## src/rtl/dff_arb_pkg.sv

```systemverilog
// Shared types and constants for the dff_bank_arbiter block.
// Contents:
//   state_e   - EMPTY / FULL occupancy of the shared capture register
//   idx_w()   - owner-index width for a given requester count
//   N_REQ_DEF - default number of requesters
//   WIDTH_DEF - default data word width
package dff_arb_pkg;

  localparam int N_REQ_DEF = 4;
  localparam int WIDTH_DEF = 8;

  typedef enum logic {
    EMPTY = 1'b0,
    FULL  = 1'b1
  } state_e;

  // Width of an index into n requesters; never narrower than one bit.
  function automatic int idx_w(input int n);
    return (n <= 2) ? 1 : $clog2(n);
  endfunction

endpackage

```

## src/rtl/dff_bank_arbiter_rr_pick.sv

```systemverilog
// Purely combinational round-robin picker.
// Ports:
//   req      in  N_REQ  pending requests, bit i = requester i
//   ptr      in  IDX_W  highest-priority index for this pick
//   pick     out N_REQ  one-hot selection (zero when nothing is pending)
//   pick_idx out IDX_W  binary index of the selection
//   any      out 1      at least one request is pending
module rr_pick
  import dff_arb_pkg::*;
#(
  parameter  int N_REQ = N_REQ_DEF,
  localparam int IDX_W = idx_w(N_REQ)
) (
  input  logic [N_REQ-1:0] req,
  input  logic [IDX_W-1:0] ptr,
  output logic [N_REQ-1:0] pick,
  output logic [IDX_W-1:0] pick_idx,
  output logic             any
);

  // Doubling the request vector turns the circular scan
  // ptr..N_REQ-1, 0..ptr-1 into a plain linear scan starting at ptr.
  logic [2*N_REQ-1:0] w_dbl;
  assign w_dbl = {req, req};

  // NOTE: every output gets a default before the loop so no path leaves
  // it unassigned; that is what keeps this block free of latches.
  always_comb begin
    any      = 1'b0;
    pick_idx = '0;
    pick     = '0;
    for (int j = 0; j < 2 * N_REQ; j++) begin
      if (!any && (j >= int'(ptr)) && w_dbl[j]) begin
        any      = 1'b1;
        pick_idx = IDX_W'(j % N_REQ);
      end
    end
    if (any) pick[pick_idx] = 1'b1;
  end

endmodule

```

## src/rtl/dff_bank_arbiter.sv

```systemverilog
// One WIDTH-bit capture register shared by N_REQ requesters. A round-robin
// arbiter picks one pending requester per capture and loads its word; the
// word is then offered downstream with a valid/ready handshake.
// Ports:
//   clk      in  1            clock, rising edge
//   rst_n    in  1            asynchronous active-low reset
//   clr      in  1            synchronous clear, active high
//   req      in  N_REQ        per-requester request
//   req_data in  N_REQ*WIDTH  slice [i*WIDTH +: WIDTH] belongs to requester i
//   gnt      out N_REQ        one-hot capture strobe (combinational)
//   q        out WIDTH        captured word
//   q_valid  out 1            q holds an unconsumed word
//   q_owner  out IDX_W        requester whose word is in q
//   q_ready  in  1            consumer accepts q this cycle
module dff_bank_arbiter
  import dff_arb_pkg::*;
#(
  parameter int N_REQ = N_REQ_DEF,
  parameter int WIDTH = WIDTH_DEF
) (
  input  logic                     clk,
  input  logic                     rst_n,
  input  logic                     clr,
  input  logic [N_REQ-1:0]         req,
  input  logic [N_REQ*WIDTH-1:0]   req_data,
  output logic [N_REQ-1:0]         gnt,
  output logic [WIDTH-1:0]         q,
  output logic                     q_valid,
  output logic [idx_w(N_REQ)-1:0]  q_owner,
  input  logic                     q_ready
);

  localparam int IDX_W = idx_w(N_REQ);

  state_e             r_state, w_state_nxt;
  logic [IDX_W-1:0]   r_ptr;
  logic [WIDTH-1:0]   r_q;
  logic [IDX_W-1:0]   r_owner;

  logic [N_REQ-1:0]   w_pick;
  logic [IDX_W-1:0]   w_pick_idx;
  logic               w_any;
  logic               w_cap;

  rr_pick #(.N_REQ(N_REQ)) u_pick (
    .req      (req),
    .ptr      (r_ptr),
    .pick     (w_pick),
    .pick_idx (w_pick_idx),
    .any      (w_any)
  );

  // rst_n is folded in so no strobe escapes while reset is held.
  assign w_cap = rst_n && w_any && !clr && ((r_state == EMPTY) || q_ready);
  assign gnt   = w_pick & {N_REQ{w_cap}};

  always_comb begin
    w_state_nxt = r_state;
    if (clr)                          w_state_nxt = EMPTY;
    else if (w_cap)                   w_state_nxt = FULL;
    else if (r_state == FULL && q_ready) w_state_nxt = EMPTY;
  end

  // NOTE: state is updated with non-blocking assignments so every register
  // samples the pre-edge values, independent of statement order.
  always_ff @(posedge clk or negedge rst_n) begin
    if (!rst_n) begin
      r_state <= EMPTY;
      r_ptr   <= '0;
      r_q     <= '0;
      r_owner <= '0;
    end else begin
      r_state <= w_state_nxt;
      if (clr) begin
        r_ptr   <= '0;
        r_q     <= '0;
        r_owner <= '0;
      end else if (w_cap) begin
        r_q     <= req_data[w_pick_idx*WIDTH +: WIDTH];
        r_owner <= w_pick_idx;
        r_ptr   <= (w_pick_idx == IDX_W'(N_REQ - 1)) ? '0 : w_pick_idx + 1'b1;
      end
    end
  end

  assign q       = r_q;
  assign q_valid = (r_state == FULL);
  assign q_owner = r_owner;

endmodule

```

## config.mk

```make
export PLATFORM = sky130hd
export DESIGN_NAME = dff_bank_arbiter
export DESIGN_NICKNAME = d
export VERILOG_FILES = /design/src/rtl/dff_arb_pkg.sv /design/src/rtl/dff_bank_arbiter_rr_pick.sv /design/src/rtl/dff_bank_arbiter.sv
export SDC_FILE = /design/constraint.sdc
export NUM_CORES = 1
export LEC_CHECK = 0
export CAP_MARGIN = 25
export CORE_MARGIN = 2
export CORE_UTILIZATION = 37
export DETAILED_ROUTE_END_ITERATION = 8
export GPL_TIMING_DRIVEN = 0
export PLACE_DENSITY_LB_ADDON = 0.1
export SYNTH_ARGS = -nofsm -noshare
export SYNTH_HDL_FRONTEND = slang
export SYNTH_HIERARCHICAL = 1
export SYNTH_SLANG_ARGS = --single-unit
```

## constraint.sdc

```tcl
create_clock -name clk -period 2.4 [get_ports clk]
set_input_delay 0.24 -clock clk [delete_from_list [all_inputs] [get_ports clk]]
set_output_delay 0.24 -clock clk [all_outputs]
set_load 0.01 [all_outputs]
```

# [After elaboration in Yosys (flattened, before gate mapping)]
# Index checks and enable logic that the tools add are counted.
[classes] add_sub_neg=1 magnitude_cmp=5 eq_ne=1 n_shift=1 muxes=28 bitwise=2 reduce_logical=26
[op_table] operator="32-bit by 6-bit variable part select with 8-bit output" n=1
[op_table] operator="2-bit two-way mux" n=11
[op_table] operator="8-bit two-way mux" n=2
[op_table] operator="1-bit logical AND" n=15
[op_table] operator="1-bit two-way mux" n=13
[op_table] operator="1-bit logical NOT" n=8
[op_table] operator="4-bit AND" n=1
[op_table] operator="1-bit by 2-bit >= comparator with 1-bit output, first input constant" n=2
[op_table] operator="4-bit two-way mux" n=1
[op_table] operator="2-bit by 3-bit less-than comparator with 1-bit output, second input constant" n=1
[op_table] operator="3-bit nonzero test" n=1
[op_table] operator="2-bit by 1-bit adder with 2-bit output, second input constant" n=1
[op_table] operator="1-bit demux with 2-bit select" n=1
[op_table] operator="2-bit equality test, second input constant" n=1
[op_table] operator="2-bit by 1-bit >= comparator with 1-bit output, second input constant" n=1
[op_table] operator="2-bit >= comparator, first input constant" n=1
[op_table] operator="2-bit nonzero test" n=1
[op_table] operator="1-bit logical OR" n=1
[op_table] operator="1-bit NOT" n=1
[totals] register_bits=13 inputBits=40

# [Longest topological paths before layout]
[depth] depth_word=32 mapped_depth=7 depth_no_buf=6

# [Hierarchy]
# Netlist, hierarchy kept.
[by_module_without_submodules] module="dff_bank_arbiter" n_inst=1 cells_per_inst=48 area_per_inst_um2=711.9 seq_area_each_um2=325.3
[by_module_without_submodules] module="rr_pick" n_inst=1 cells_per_inst=32 area_per_inst_um2=201.4 seq_area_each_um2=0.0

# [Worst setup path after synthesis]
# OpenSTA, ideal clock, no wires.
[synth_path] path_type="reg-to-reg" startpoint="reg r_ptr[1]" endpoint="reg r_q[7] (netlist: q[7])" arrival_time_ps=1994 path_slack_ps=285 path_stages_with_launch=8 n_path_buf=2 synth_period_minus_slack_ps=2115 path_cell_list="dfrtp_1 > buf_6 > mux2i_1 > nor2_1 > a311oi_1 > buf_6 > mux4_2 > a22o_1"
[synth_lines] item="from (decl)" line="dff_bank_arbiter.sv:36" rtl="logic [IDX_W-1:0] r_ptr;"
[synth_lines] item="from (signal assigned)" line="dff_bank_arbiter.sv:81" rtl="r_ptr <= (w_pick_idx == IDX_W'(N_REQ - 1)) ? '0 : w_pick_idx + 1'b1;"
[synth_lines] item="1-bit by 2-bit >= comparator with 1-bit output" line="dff_bank_arbiter_rr_pick.sv:33" rtl="if (!any && (j >= int'(ptr)) && w_dbl[j]) begin"
[synth_lines] item="1-bit logical AND" line="dff_bank_arbiter_rr_pick.sv:33"
[synth_lines] item="1-bit two-way mux" line="dff_bank_arbiter_rr_pick.sv:33"
[synth_lines] item="1-bit logical NOT" line="dff_bank_arbiter_rr_pick.sv:33"
[synth_lines] item="1-bit logical AND (2 in a row)" line="dff_bank_arbiter_rr_pick.sv:33"
[synth_lines] item="1-bit two-way mux" line="dff_bank_arbiter_rr_pick.sv:33"
[synth_lines] item="1-bit logical NOT" line="dff_bank_arbiter_rr_pick.sv:33"
[synth_lines] item="1-bit logical AND (2 in a row)" line="dff_bank_arbiter_rr_pick.sv:33"
[synth_lines] item="(+12 left out)"
[synth_lines] item="1-bit two-way mux" line="dff_bank_arbiter_rr_pick.sv:33"
[synth_lines] item="1-bit logical NOT" line="dff_bank_arbiter_rr_pick.sv:33"
[synth_lines] item="1-bit logical AND" line="dff_bank_arbiter_rr_pick.sv:33"
[synth_lines] item="2-bit two-way mux *" line="dff_bank_arbiter_rr_pick.sv:33"
[synth_lines] item="named net w_pick_idx[0]" line="dff_bank_arbiter.sv:41" rtl="logic [IDX_W-1:0] w_pick_idx;"
[synth_lines] item="32-bit by 6-bit variable part select with 8-bit output *" line="dff_bank_arbiter.sv:79" rtl="r_q <= req_data[w_pick_idx*WIDTH +: WIDTH];"
[synth_lines] item="8-bit two-way mux *" line="dff_bank_arbiter.sv:78" rtl="end else if (w_cap) begin"
[synth_lines] item="8-bit two-way mux *" line="dff_bank_arbiter.sv:74" rtl="if (clr) begin"
[synth_lines] item="to (signal assigned)" line="dff_bank_arbiter.sv:79"
[synth_lines] item="to (decl)" line="dff_bank_arbiter.sv:37" rtl="logic [WIDTH-1:0] r_q;"
# The timed path passes the listed nets; every way through them passes the cells marked *. The select of a mux whose other input is x is not followed.
# A chain may end at the register's enable or synchronous reset.

# [Final worst setup path]
# Ends and elaborated chain as after synthesis.

==> metrics <==
PnR Total Power 674 uW; share of layout cells above drive strength 1 19.0%; Slew Limit Fails 0; Max Cap Viol 0; Post-synth ARST share 100%; initial cell density of the core 37.9%; Synth cell types 26; CP Class reg -> reg; largest net degree at the start of global routing 14; initial antenna violation count 0; Post-synth EDFFs 0; Tmin final 2.24 ns; GRT overflow 0; PortBufs 51; Hold WC Path Type in -> reg; Worst Path Arrival 2.41 ns; status complete, no violations; core area between 0.002 and 0.0025 sq mm; type of origin of the critical path flop; htree depth 1; Worst Setup End Kind flop; final wirelength 2480 microns; Period Utilization, post-route 93.4%; vias in the first global route 865; Die Wd 53.7 microns; Seq/Total Area, Yosys between 30 and 40%; WP data required 2.57 ns; CTS tree yes; post-synth top area share 35.6%; CTS buffer count 3; Final Hold Fails 0; row cnt 18; Sink Count 13; VDD IR max around 0.30 mV; Final #Nets 179; Global Route Usage Sum 18.3%; Root Buffer clkbuf_4; final core occ 63.2%; Max Clock Skew just under 0.002 ns; Final setup viols 0; crit path max fanout 10; FMAX 446 MHz; Worst-Skew Late Latency 0.27 ns; synthesis-stage register bit count 13; Slew @ Worst Pin 0.599 ns; top-count cell post-synth dfrtp_1; I/O Pins 55; Pleak 0.000630 uW; top cells by count, synth dfrtp_1, a22o_1, mux4_2; Die Span Y around 54 microns; area delta synth->final 66.8%; Ant. Diodes 0; ranking of synthesized cells by area dfrtp_1, mux4_2, a22o_1; total power divided by cell area 443 mW/mm^2; HPWL after detailed placement about 1800 microns; Post-DRT Antenna Nets 0; RePlAce Congestion 0.665; wire per inst 14.9 microns; Residual DRC 0; Top FF cell, synth dfrtp_1; Filler cells 214; First-pass DRT Iterations 4; Mapped Area 913 sq um; vias post-DR 923; Max-Slew Margin vs Limit about 60%; RSZ-0062 raised after global routing no; Die ar. 0.00288 sq mm; YS warnings 6; Initial DRC Count 17; Mapped Cells 80; CTS max path bufs 2; Worst-path clk slew 0.08 ns; via density per instance between 5 and 6; syn_area_per_cell 11.4 sq um; first-pass GRT wire length 3730 microns; top cell type by total area after synthesis dfrtp_1; Mapped Nets 121
-- routing by layer --
metal | vias up | share of wire (%) | track usage (%) | routed length [microns]
li1 | 424 | - | - | -
met1 | 441 | 35 | 21.0 | 878
met2 | 54 | 54 | 31.7 | 1330
met3 | 4 | 8.9 | 4.17 | 221
met4 | 0 | 2.0 | 9.40 | 49
met5 | - | 0 | 0 | 0
-- timing repair --
item / 4_1_cts / 5_1_grt
resized for setup: 7 / 1
hold buffers: 1 / 0
pin swaps: 1 / 0
endpoints found under the setup margin: 4 / 3
hold endpoints to repair: 13 / 0
setup buffers: 1 / 0
-- area by class of cell --
cell class / instances / area, sq um / area share, %
multi-input cells: 56 / 538 / 35.3
inverters: 3 / 11.3 / 0.739
clock buffers: 4 / 26.3 / 1.72
flip-flops and latches: 13 / 325 / 21.3
well taps: 30 / 37.5 / 2.46
plain buffers: 8 / 57.6 / 3.78
repair buffers: 53 / 528 / 34.6
-- flip-flops by register name (all words and copies together), names as in the netlist --
| register | cells |
|---|---|
| q | 8 |
| q_valid | 1 |
| r_ptr | 2 |
| q_owner | 2 |
-- worst max-delay path, cell delays in order, from the launching register on --
cell	delay, ns
dfrtp_1	0.41
buf_6	0.16
mux2i_1	0.18
nor2_1	0.06
a311oi_2	0.34
buf_6	0.23
mux4_2	0.51
a22o_1	0.24
-- per-stage QoR --
step / std cells / hold WS, ns / setup slack [ns] / area [sq um] / setup TNS [ns]
after CTS: 167 / 0.424 / 0.0699 / 1520 / 0
after detailed placement: 161 / 0.486 / -0.672 / 1460 / -2.75
after global placement: 161 / 0.487 / -0.607 / 1460 / -2.42
final: 167 / 0.437 / 0.159 / 1520 / 0
after global routing: 167 / 0.436 / 0.0275 / 1520 / 0
after floorplan: 80 / -0.0556 / 0.285 / 913 / 0
-- cell families (layout without fill, tap and decap cells) --
family / count (synthesis) / in the layout / share of synthesized area [%]
compound gates: 30 / 30 / 25.3
fa+ha+maj: 1 / 1 / 1.37
buf+inv: 11 / 68 / 6.85
flops: 13 / 13 / 35.6
mux: 9 / 9 / 20.8
simple gates: 16 / 16 / 10.0
-- cells in the final DEF (no fill, tap or decap), types with 2 or more instances in the layout --
cell and n:
nand2_1 2, clkbuf_1 2, and2_1 5, nand2b_1 2
nor2_1 5, buf_6 3, dfrtp_1 13, clkbuf_2 2
buf_2 2, clkbuf_4 3, o221a_2 2, a21oi_1 6
inv_1 3, a22o_1 12, o21ai_0 3, clkdlybuf4s50_1 49
mux4_2 8
-- final timing paths --
check,start,endpoint,slack [ns],cells after the start
min,rst_n,q_valid$_DFFE_PN0P_,0.44,3
max,r_ptr[1]$_DFFE_PN0P_,q[7]$_DFFE_PN0P_,0.16,7
max in group asynchronous,rst_n,q_valid$_DFFE_PN0P_,1.36,2
min reg2reg,q_owner[1]$_DFFE_PN0P_,q_owner[1]$_DFFE_PN0P_,0.51,1
min in group asynchronous,rst_n,q[2]$_DFFE_PN0P_,0.65,2
max reg2reg,r_ptr[1]$_DFFE_PN0P_,q[7]$_DFFE_PN0P_,0.16,7
-- report_power, final --
group	internal, uW	total (uW)	switching, uW	leakage (uW)
clock network	64.4	135	70.7	0.0000150
logic	178	285	106	0.000441
registers	239	255	15.3	0.000174
(Power assumes the default switching activity.)
